<file path="src/rtl/ucsbece154b_icache_pkg.sv">
// ucsbece154b_icache_pkg: FSM states, default geometry and derived address field widths.
package ucsbece154b_icache_pkg;

    typedef enum logic [1:0] {IDLE, MISS_REQ, FILL, RESPOND} state_t;

    localparam int DEF_SETS  = 8;
    localparam int DEF_WAYS  = 2;
    localparam int DEF_WORDS = 4;

    localparam int OFFSET_W = $clog2(DEF_WORDS);
    localparam int INDEX_W  = $clog2(DEF_SETS);
    localparam int TAG_W    = 30 - OFFSET_W - INDEX_W;

    function automatic int tag_w(input int sets, input int words);
        return 30 - $clog2(sets) - $clog2(words);
    endfunction

endpackage

</file>
<file path="src/rtl/ucsbece154b_icache_way.sv">
// ucsbece154b_icache_way: one way's tag, valid and data arrays with tag compare.
module ucsbece154b_icache_way import ucsbece154b_icache_pkg::*; #(
    parameter int NUM_SETS    = DEF_SETS,
    parameter int BLOCK_WORDS = DEF_WORDS
) (
    input  logic                                      clk,
    input  logic                                      reset,
    input  logic                                      flush_i,
    input  logic [$clog2(NUM_SETS)-1:0]               rd_idx_i,
    input  logic [$clog2(BLOCK_WORDS)-1:0]            rd_off_i,
    input  logic [tag_w(NUM_SETS, BLOCK_WORDS)-1:0]   rd_tag_i,
    output logic                                      valid_o,
    output logic                                      hit_o,
    output logic [31:0]                               rd_data_o,
    input  logic                                      wr_en_i,
    input  logic                                      wr_last_i,
    input  logic                                      wr_valid_i,
    input  logic [$clog2(NUM_SETS)-1:0]               wr_idx_i,
    input  logic [$clog2(BLOCK_WORDS)-1:0]            wr_off_i,
    input  logic [tag_w(NUM_SETS, BLOCK_WORDS)-1:0]   wr_tag_i,
    input  logic [31:0]                               wr_data_i
);
    localparam int TW = tag_w(NUM_SETS, BLOCK_WORDS);

    logic [TW-1:0]       tag_q  [NUM_SETS];
    logic [31:0]         data_q [NUM_SETS*BLOCK_WORDS];
    logic [NUM_SETS-1:0] valid_q;

    assign valid_o   = valid_q[rd_idx_i];
    assign hit_o     = valid_o && tag_q[rd_idx_i] == rd_tag_i;
    assign rd_data_o = data_q[{rd_idx_i, rd_off_i}];

    // Flush wins over a completing fill so a flushed line never becomes valid.
    always_ff @(posedge clk or negedge reset) begin
        if (!reset)
            valid_q <= '0;
        else if (flush_i)
            valid_q <= '0;
        else if (wr_en_i && wr_last_i && wr_valid_i)
            valid_q[wr_idx_i] <= 1'b1;
    end

    always_ff @(posedge clk) begin
        if (wr_en_i)
            data_q[{wr_idx_i, wr_off_i}] <= wr_data_i;
        if (wr_en_i && wr_last_i)
            tag_q[wr_idx_i] <= wr_tag_i;
    end

endmodule

</file>
<file path="src/rtl/ucsbece154b_icache_nway.sv">
// ucsbece154b_icache_nway: N-way set-associative instruction cache with round-robin replacement.
// Define ICACHE_PERF_EN to add saturating hit_counter/miss_counter ports.
module ucsbece154b_icache_nway import ucsbece154b_icache_pkg::*; #(
    parameter int NUM_SETS    = DEF_SETS,
    parameter int NUM_WAYS    = DEF_WAYS,
    parameter int BLOCK_WORDS = DEF_WORDS
) (
`ifdef ICACHE_PERF_EN
    output logic [31:0] hit_counter,
    output logic [31:0] miss_counter,
`endif
    input  logic        clk,
    input  logic        reset,
    input  logic        ReadEnable,
    input  logic [31:0] ReadAddress,
    input  logic        Flush,
    output logic        Ready,
    output logic [31:0] Instruction,
    output logic        Busy,
    output logic [31:0] MemReadAddress,
    output logic        MemReadRequest,
    input  logic [31:0] MemDataIn,
    input  logic        MemDataReady
);
    localparam int OW = $clog2(BLOCK_WORDS);
    localparam int IW = $clog2(NUM_SETS);
    localparam int TW = tag_w(NUM_SETS, BLOCK_WORDS);
    localparam int WW = NUM_WAYS > 1 ? $clog2(NUM_WAYS) : 1;

    state_t              state_q, state_d;
    logic [31:0]         addr_q, addr_d, instr_q, instr_d, hit_data;
    logic [OW-1:0]       cnt_q, cnt_d, rd_off, req_off;
    logic [IW-1:0]       rd_idx, wr_idx;
    logic [WW-1:0]       way_q, way_d, victim;
    logic [WW-1:0]       rr_q [NUM_SETS];
    logic                hit_q, hit_d, flushed_q, flushed_d, hit, fill_we, fill_last;
    logic [NUM_WAYS-1:0] way_hit, way_valid;
    logic [31:0]         way_data [NUM_WAYS];
    logic                unused_bits;

    assign rd_idx      = ReadAddress[2+OW +: IW];
    assign rd_off      = ReadAddress[2 +: OW];
    assign wr_idx      = addr_q[2+OW +: IW];
    assign req_off     = addr_q[2 +: OW];
    assign fill_we     = state_q == FILL && MemDataReady;
    assign fill_last   = fill_we && cnt_q == OW'(BLOCK_WORDS - 1);
    assign unused_bits = ^{ReadAddress[1:0], addr_q[1:0]};

    for (genvar w = 0; w < NUM_WAYS; w++) begin : g_way
        ucsbece154b_icache_way #(.NUM_SETS(NUM_SETS), .BLOCK_WORDS(BLOCK_WORDS)) u_way (
            .clk       (clk),
            .reset     (reset),
            .flush_i   (Flush),
            .rd_idx_i  (rd_idx),
            .rd_off_i  (rd_off),
            .rd_tag_i  (ReadAddress[31 -: TW]),
            .valid_o   (way_valid[w]),
            .hit_o     (way_hit[w]),
            .rd_data_o (way_data[w]),
            .wr_en_i   (fill_we && way_q == WW'(w)),
            .wr_last_i (fill_last),
            .wr_valid_i(!flushed_q),
            .wr_idx_i  (wr_idx),
            .wr_off_i  (cnt_q),
            .wr_tag_i  (addr_q[31 -: TW]),
            .wr_data_i (MemDataIn)
        );
    end

    // Descending scan leaves the lowest invalid way as victim, else the set's pointer.
    always_comb begin
        hit_data = '0;
        victim   = rr_q[rd_idx];
        for (int i = NUM_WAYS - 1; i >= 0; i--) begin
            hit_data = hit_data | (way_hit[i] ? way_data[i] : 32'd0);
            victim   = way_valid[i] ? victim : WW'(i);
        end
    end

    assign hit = |way_hit;

    always_comb begin
        state_d   = state_q;
        addr_d    = addr_q;
        cnt_d     = cnt_q;
        way_d     = way_q;
        instr_d   = instr_q;
        hit_d     = 1'b0;
        flushed_d = flushed_q || Flush;
        case (state_q)
            IDLE: begin
                hit_d   = ReadEnable && hit;
                instr_d = ReadEnable && hit ? hit_data : instr_q;
                if (ReadEnable && !hit) begin
                    state_d   = MISS_REQ;
                    addr_d    = ReadAddress;
                    way_d     = victim;
                    flushed_d = 1'b0;
                end
            end
            MISS_REQ: begin
                state_d = FILL;
                cnt_d   = '0;
            end
            FILL: begin
                cnt_d   = fill_we ? cnt_q + OW'(1) : cnt_q;
                instr_d = fill_we && cnt_q == req_off ? MemDataIn : instr_q;
                state_d = fill_last ? RESPOND : FILL;
            end
            RESPOND: state_d = IDLE;
        endcase
    end

    always_ff @(posedge clk or negedge reset) begin
        if (!reset) begin
            state_q   <= IDLE;
            addr_q    <= '0;
            instr_q   <= '0;
            cnt_q     <= '0;
            way_q     <= '0;
            hit_q     <= 1'b0;
            flushed_q <= 1'b0;
            for (int i = 0; i < NUM_SETS; i++)
                rr_q[i] <= '0;
        end else begin
            state_q   <= state_d;
            addr_q    <= addr_d;
            instr_q   <= instr_d;
            cnt_q     <= cnt_d;
            way_q     <= way_d;
            hit_q     <= hit_d;
            flushed_q <= flushed_d;
            if (fill_last)
                rr_q[wr_idx] <= rr_q[wr_idx] == WW'(NUM_WAYS - 1) ? '0 : rr_q[wr_idx] + WW'(1);
        end
    end

    assign Ready          = hit_q || state_q == RESPOND;
    assign Instruction    = instr_q;
    assign Busy           = state_q != IDLE;
    assign MemReadRequest = state_q == MISS_REQ;
    assign MemReadAddress = {addr_q[31:2+OW], {(OW+2){1'b0}}};

`ifdef ICACHE_PERF_EN
    logic [31:0] hit_cnt_q, miss_cnt_q;
    logic        lookup;

    assign lookup = state_q == IDLE && ReadEnable;

    always_ff @(posedge clk or negedge reset) begin
        if (!reset) begin
            hit_cnt_q  <= '0;
            miss_cnt_q <= '0;
        end else begin
            if (lookup && hit && !(&hit_cnt_q))
                hit_cnt_q <= hit_cnt_q + 32'd1;
            if (lookup && !hit && !(&miss_cnt_q))
                miss_cnt_q <= miss_cnt_q + 32'd1;
        end
    end

    assign hit_counter  = hit_cnt_q;
    assign miss_counter = miss_cnt_q;
`endif

endmodule

</file>
<file path="config.mk">
export PLATFORM = sky130hd
export DESIGN_NAME = ucsbece154b_icache_nway
export DESIGN_NICKNAME = d
export VERILOG_FILES = /design/src/rtl/ucsbece154b_icache_pkg.sv /design/src/rtl/ucsbece154b_icache_way.sv /design/src/rtl/ucsbece154b_icache_nway.sv
export SDC_FILE = /design/constraint.sdc
export NUM_CORES = 2
export LEC_CHECK = 0
export CAP_MARGIN = 20
export CORE_MARGIN = 1.5
export CORE_UTILIZATION = 45
export DETAILED_ROUTE_END_ITERATION = 10
export GPL_ROUTABILITY_DRIVEN = 0
export PLACE_DENSITY = 0.62
export SYNTH_ARGS = -nofsm -noshare
export SYNTH_HDL_FRONTEND = slang
export SYNTH_SLANG_ARGS = --single-unit
</file>
<file path="constraint.sdc">
create_clock -name clk -period 4.6 [get_ports clk]
set_input_delay 1.38 -clock clk [delete_from_list [all_inputs] [get_ports clk]]
set_output_delay 1.38 -clock clk [all_outputs]
set_load 0.01 [all_outputs]
</file>
Word level (Yosys, flattened, before mapping). Memory sizes are Yosys's and may differ from the RTL's. Index checks and enable logic that the tools add are counted.

Output and inout bits: 67. Logic and storage cells: 118. Register bits after elaboration: 95. Memories: 4. Memory bits (writable): 2448. Input bits: 69.

Memory list: g_way[0].u_way.data_q (depth 32, bits a word 32, rd ports 1, clocked after Yosys merged registers in 0, wr ports 1, RTL line ucsbece154b_icache_way.sv:26) `logic [31:0] data_q [NUM_SETS*BLOCK_WORDS];`; g_way[1].u_way.data_q (depth 32, bits a word 32, rd ports 1, clocked after Yosys merged registers in 0, wr ports 1, RTL line ucsbece154b_icache_way.sv:26); g_way[0].u_way.tag_q (depth 8, bits a word 25, rd ports 1, clocked after Yosys merged registers in 0, wr ports 1, RTL line ucsbece154b_icache_way.sv:25) `logic [TW-1:0] tag_q [NUM_SETS];`; g_way[1].u_way.tag_q (depth 8, bits a word 25, rd ports 1, clocked after Yosys merged registers in 0, wr ports 1, RTL line ucsbece154b_icache_way.sv:25).

Equality and inequality tests: 11. Add/subtract/negate cells: 2. Mux-type cells: 43. Magnitude comparators: 6. Bitwise operators: 6. Reduce and logical (&&, ||, !) cells: 29.

Operators by type and width (number): 32-bit two-way mux (4); 32-bit one-hot mux with 2 select lines (1); 25-bit == test (2); 8-bit two-way mux (4); 32-bit OR (1); 1-bit two-way mux (23); 8-bit OR (2); 1-bit logical AND (15); 1-bit binary-select mux with 3-bit select (4); 2-bit nonzero test (5); 8-bit bitwise mux (1); 4-bit greater-or-equal comparator (second input constant) (2); 3-bit by 4-bit < comparator with 1-bit output (second input constant) (2); 3-bit inverter with 4-bit output (2); 2-bit one-hot mux with 4 select lines (1); 1-bit demux with 3-bit select (2); 2-bit == test (second input constant) (3); 2-bit != test (second input constant) (3); 4-bit by 1-bit < comparator with 1-bit output (second input constant) (1); 2-bit two-way mux (2); 2-bit one-hot mux with 2 select lines (1); 2-bit AND reduction (2); 3-bit by 1-bit greater-or-equal comparator with 1-bit output (second input constant) (1); 3-bit AND reduction (1); 10 further kinds (12).

Logic depth before layout (Yosys ltp).
Depth in word-level cells: 8. Mapped depth: 15. Depth with buffers taken out: 9.

Hierarchy. Synthesis repeated with hierarchy kept, for this count alone.

Cells, all modules: 4163. Area total of the unflattened synthesis: 98508.2 µm².

Modules (own cells, without submodules): ucsbece154b_icache_way at g_way[0].u_way (seq. area each 36955.4 µm², cells each 1903, area an instance 47279.1 µm², instances 1); ucsbece154b_icache_way at g_way[1].u_way (seq. area each 36955.4 µm², cells each 1894, area an instance 47144.0 µm², instances 1); ucsbece154b_icache_nway (seq. area each 1926.8 µm², cells each 366, area an instance 4085.2 µm², instances 1).

Worst setup path after synthesis. No wires, ideal clock.

Path kind: input to register. From: in ReadAddress[2]. To: reg instr_q[10] (netlist: Instruction[10]). Path slack: 0.350 ns. Required time: 4.475 ns. Stages: 9. Library setup time: 0.125 ns. Arrival: 4.125 ns. Cell sequence: buf_2 -> buf_2 -> buf_2 -> buf_1 -> mux4_2 -> mux4_2 -> mux2i_1 -> o21ai_1 -> mux2_4.

Cells in the longest elaborated chain, start to end: 5. Elaborated cells on any way between the ends: 7. Those cells by class: 4 x mux; 1 x bitwise; 2 x memory.

RTL lines: start, declared (RTL line ucsbece154b_icache_nway.sv:15) `input logic [31:0] ReadAddress,`; memory read 32 x 32 bit; 32-bit two-way mux (RTL line ucsbece154b_icache_nway.sv:75) `hit_data = hit_data | (way_hit[i] ? way_data[i] : 32'd0);`; 32-bit OR * (RTL line ucsbece154b_icache_nway.sv:75); 32-bit two-way mux * (RTL line ucsbece154b_icache_nway.sv:93) `instr_d = ReadEnable && hit ? hit_data : instr_q;`; 32-bit one-hot mux with 2 select lines * (RTL line ucsbece154b_icache_nway.sv:90) `case (state_q)`; end signal, assigned (RTL line ucsbece154b_icache_nway.sv:128) `instr_q <= instr_d;`; end, declared (RTL line ucsbece154b_icache_nway.sv:31) `logic [31:0] addr_q, addr_d, instr_q, instr_d, hit_data;`.

Every way passes the cells marked *; elsewhere a longest branch is shown, timed or not. The select of a mux whose other input is x is not followed. A chain may end at the register's enable or synchronous reset.

Final worst setup path.
From: in ReadAddress[6]. To: reg instr_q[29] (netlist: Instruction[29]).

Cells in the longest elaborated chain, start to end: 7. Elaborated cells on any way between the ends: 21. Those cells by class: 3 x eq/ne; 8 x mux; 1 x bitwise; 5 x reduce/logical; 4 x memory.

RTL lines: memory read 8 x 25 bit or 1-bit binary-select mux with 3-bit select (tied branches); 25-bit == test or 1-bit two-way mux (tied branches) (RTL line ucsbece154b_icache_way.sv:30, ucsbece154b_icache_way.sv:29); 1-bit logical AND (RTL line ucsbece154b_icache_way.sv:30) `assign hit_o = valid_o && tag_q[rd_idx_i] == rd_tag_i;`; 32-bit two-way mux or 2-bit OR reduction (tied branches) (RTL line ucsbece154b_icache_nway.sv:75, ucsbece154b_icache_nway.sv:80); 32-bit OR or 1-bit logical AND (tied branches) (RTL line ucsbece154b_icache_nway.sv:75, ucsbece154b_icache_nway.sv:93); 32-bit two-way mux or 2-bit != test (tied branches); 32-bit one-hot mux with 2 select lines or 3-bit AND reduction (tied branches).

Parallel ways exist; a longest one is shown, timed or not. The select of a mux whose other input is x is not followed.

==> impl_summary.md <==
Outcome
The flow ran to the end, and the final reports show no timing, DRC or antenna violations.

Timing
Headroom to the max-slew limit came out at 27.5%. The number of pins exceeding their max-slew limit in the final report is 0. The post-layout worst setup margin is 0.597 ns.

The clock period could shrink to 4.00 ns. Setup violations remaining at the end of the flow were counted as 0. In the finished design, the share of the clock period the worst path needs comes to 87.0%.

The minimum hold slack is 0.495 ns. The maximum frequency from static timing analysis is 250 MHz. For the final database, setup skew stands at 0.0260 ns. The slew at the pin with the worst max-slew slack is 1.09 ns. The number of hold violations in the final report was 0.

Setup repair after global routing left no endpoint under its margin.

Clock network
After clock tree synthesis, the repair step resized 0 gates. Hold repair after CTS inserted 0 buffers. The buffers inserted during post-CTS setup optimization is 0. The number of clock sinks seen by CTS is 2541. The root buffer cell chosen for the clock tree is sky130_fd_sc_hd__clkbuf_16. The clock latency on the worst-skew pair is 0.87 ns.

TritonCTS built the clock tree. The total clock buffers created by CTS is 241. The maximum buffer depth of the clock tree is 3. The clock input transition at the sequential cells of the worst setup and hold paths is 0.06 ns. The H-tree generated during clock tree synthesis spans 4 levels.

Synth
sky130_fd_sc_hd__edfxtp_1 takes more of the synthesized area than any other cell. The flip-flop cell with the highest count after synthesis is sky130_fd_sc_hd__edfxtp_1. The number of instances in the synthesized netlist is 4203. The synthesized area per cell is 23.4 sq um. After synthesis the netlist holds a flip-flop and latch count of 2541. The count of yosys warnings during synthesis is 0. In this run the cell area of the synthesized design comes to 0.0983 sq mm. The share of the Yosys chip area taken by registers is 77.1%. The fraction of synthesized cell area taken by the top area cell type is 74.8%. In this run, synthesis inferred 2448 flip-flops with an integrated enable. By area the synthesized netlist is led by sky130_fd_sc_hd__edfxtp_1, sky130_fd_sc_hd__mux4_2, sky130_fd_sc_hd__dfrtp_1. The number of unique standard cell types used by synthesis is 56. Of all flip-flops after synthesis, the portion carrying an async set or reset was 3.66%.

Route
The count of antenna-violating nets left after detailed routing is 0. The number of vias per cell is 6.05. The detailed router finished its first iteration with 5563 violations. Summed over all layers, the routed wires come to 251000 microns.

The number of iterations in the first detailed-routing pass is 5. Across all layers, the routed design uses 46900 vias. For this run, design rule violations remaining after detail routing come to 0. In the final routed layout, each cell accounts on average for 32.4 microns.

Global route
The via count of the first global-routing pass is 47000. The number of antenna violations at the first check in global routing is 14. Global routing used 22.7% of the available tracks across all layers. The residual overflow from global routing is 0. The first-pass GRT wire length is 356000 microns.

Entering global routing, the biggest net connects 67 pins.

Critical path
The required time at the worst-slack endpoint is 5.35 ns. In this run the register-to-register setup slack is 1.32 ns. The critical path is of the input pin to flip-flop type.

The peak fanout along the critical path is 19. The critical path launch point type is an input pin. STA classifies the critical path endpoint as a flip-flop.

The data arrival time at the worst-slack endpoint is 4.75 ns.

Final layout
The most frequent standard cell in the layout excluding fill and tap cells is sky130_fd_sc_hd__edfxtp_1. Cells with a size suffix above 1 make up 32.6% of the layout. For this run, the post-layout net count is 4757. From synthesis to final layout, the design area changed by 16.2%. The library cells used most frequently in the layout, excluding fill and tap cells, are sky130_fd_sc_hd__edfxtp_1, sky130_fd_sc_hd__mux4_2, sky130_fd_sc_hd__buf_4. The filler cells instantiated in the layout total 16300.

Placed design
The worst slack after detailed placement is -0.238 ns. The wire-length estimate of the detail-placed layout is 144000 microns. The total of buffers placed on input and output ports is 129.

Power and ir drop
The cell-internal power is 40000 uW. The share of power burned in registers is 52.1%. The part of the power in the clock network is 38.5%. The static leakage power is 0.0366 uW. Across the VDD grid, the largest voltage drop is 0.464 mV. The total power consumption of the routed design is 52300 uW. The share of total power consumed by net switching is 23.5%. The power per unit of standard cell area is 458 mW/mm^2. The net load switching power is 12300 uW.

The relative contribution of combinational cells to total power is 9.4%.

Floorplanning
Once the floorplan was initialized, standard cells occupied 45.3% of the core. The die is 470 microns tall. The total area inside the core boundary comes to 0.217 sq mm.

From left edge to right edge, the die measures 470 microns. The number of placement rows is 171. The die covers 0.221 sq mm. For this design the top-level I/O count stands at 136.

Worst hold path
The class of the tightest hold or removal check is flip-flop to flip-flop.

Job
Max-cap violations in this run came to 0.
[kinds of logic after synthesis]
logic type	share of synthesized area (%)
AO/OA/AOI/OAI	1.09
XOR/XNOR	0.374
adder cells (fa/ha/maj)	0.102
buffers and inverters	1.34
flip-flops	77.1
multiplexers	18.8
other	0.00381
AND/OR/NAND/NOR	1.14
[state kept, by name, summed over array words and instances (netlist names)]
register,count
g_way.u_way.data_q,2048
g_way.u_way.tag_q,400
Instruction,32
addr_q,30
g_way.u_way.valid_q,16
rr_q,8
cnt_q,2
state_q,2
flushed_q,1
hit_q,1
way_q,1
[metrics by stage]
| stage | instance area (sq um) | cells | TNS, ns | util (%) |
|---|---|---|---|---|
| after CTS | 114000 | 7747 | 0 | 52.6 |
| final | 114000 | 7751 | 0 | 52.6 |
| after floorplan | 98300 | 4206 | 0 | - |
| after global placement | 106000 | 7289 | -17.01 | 48.9 |
| after detailed placement | 106000 | 7289 | -11.70 | 48.9 |
| after global routing | 114000 | 7751 | 0 | 52.6 |
[power by group through the flow]
stage	Clock, uW	Combinational (uW)	Sequential [uW]
final	20100	4900	27200
after global routing	21300	5170	27400
after CTS	20400	4950	27300
after detailed placement	0	4930	27800
after global placement	0	4880	27700
after floorplan	0	2640	27400
[synthesized netlist by cell type (32+ instances only)]
| cell type | number |
|---|---|
| sky130_fd_sc_hd__o31a_1 | 32 |
| sky130_fd_sc_hd__nand2_1 | 48 |
| sky130_fd_sc_hd__edfxtp_1 | 2448 |
| sky130_fd_sc_hd__buf_2 | 34 |
| sky130_fd_sc_hd__mux2_1 | 40 |
| sky130_fd_sc_hd__mux4_2 | 704 |
| sky130_fd_sc_hd__dfrtp_1 | 93 |
| sky130_fd_sc_hd__buf_4 | 44 |
| sky130_fd_sc_hd__buf_1 | 35 |
| sky130_fd_sc_hd__clkbuf_1 | 130 |
| sky130_fd_sc_hd__nor2_1 | 115 |
| sky130_fd_sc_hd__mux2i_1 | 155 |
[critical path: stages]
cell and delay (ns):
sky130_fd_sc_hd__buf_8 0.21, sky130_fd_sc_hd__buf_4 0.34, sky130_fd_sc_hd__buf_4 0.22, sky130_fd_sc_hd__mux2i_1 0.08, sky130_fd_sc_hd__a22oi_1 0.22, sky130_fd_sc_hd__and3_1 0.18, sky130_fd_sc_hd__o22ai_1 0.09, sky130_fd_sc_hd__nor4_1 0.52
sky130_fd_sc_hd__buf_4 0.24, sky130_fd_sc_hd__nand4_1 0.23, sky130_fd_sc_hd__a21oi_2 0.29, sky130_fd_sc_hd__o21ai_4 0.17, sky130_fd_sc_hd__buf_4 0.25, sky130_fd_sc_hd__mux2_4 0.31
[per-layer routing]
metal / part of all wire [%] / vias to the layer above / track usage (%) / wire, microns
met2: 48 / 1919 / 36.1 / 122000
met4: 2.5 / 12 / 6.18 / 6170
met1: 42 / 25800 / 32.8 / 105000
met3: 7.3 / 329 / 3.66 / 18200
li1: - / 18800 / - / -
met5: 0.030 / - / 0 / 76
[path summary, 6_finish.rpt]
| check | from | to | cells past startpoint |
|---|---|---|---|
| max in group asynchronous | reset | Instruction[5] | 2 |
| setup reg to reg | g_way[1].u_way.tag_q[7][19] | Instruction[29] | 11 |
| setup / recovery | ReadAddress[6] | Instruction[29] | 14 |
| hold / removal | g_way[1].u_way.valid_q[5] | g_way[1].u_way.valid_q[5] | 2 |
| hold reg to reg | g_way[1].u_way.valid_q[5] | g_way[1].u_way.valid_q[5] | 2 |
| min in group asynchronous | reset | addr_q[28] | 1 |
[area by class of cell]
class | count | area (sq um) | share of cell area [%]
inverter | 5 | 18.8 | 0.0164
clock inverter | 152 | 1630 | 1.42
sequential | 2541 | 75800 | 66.4
timing repair buffer | 490 | 4930 | 4.32
clock buffer | 306 | 6450 | 5.64
tap | 2854 | 3570 | 3.13
multi-input combinational | 1401 | 21800 | 19.1
antenna | 2 | 5.00 | 0.00438
Note: power is estimated with default switching activity, not from simulation.
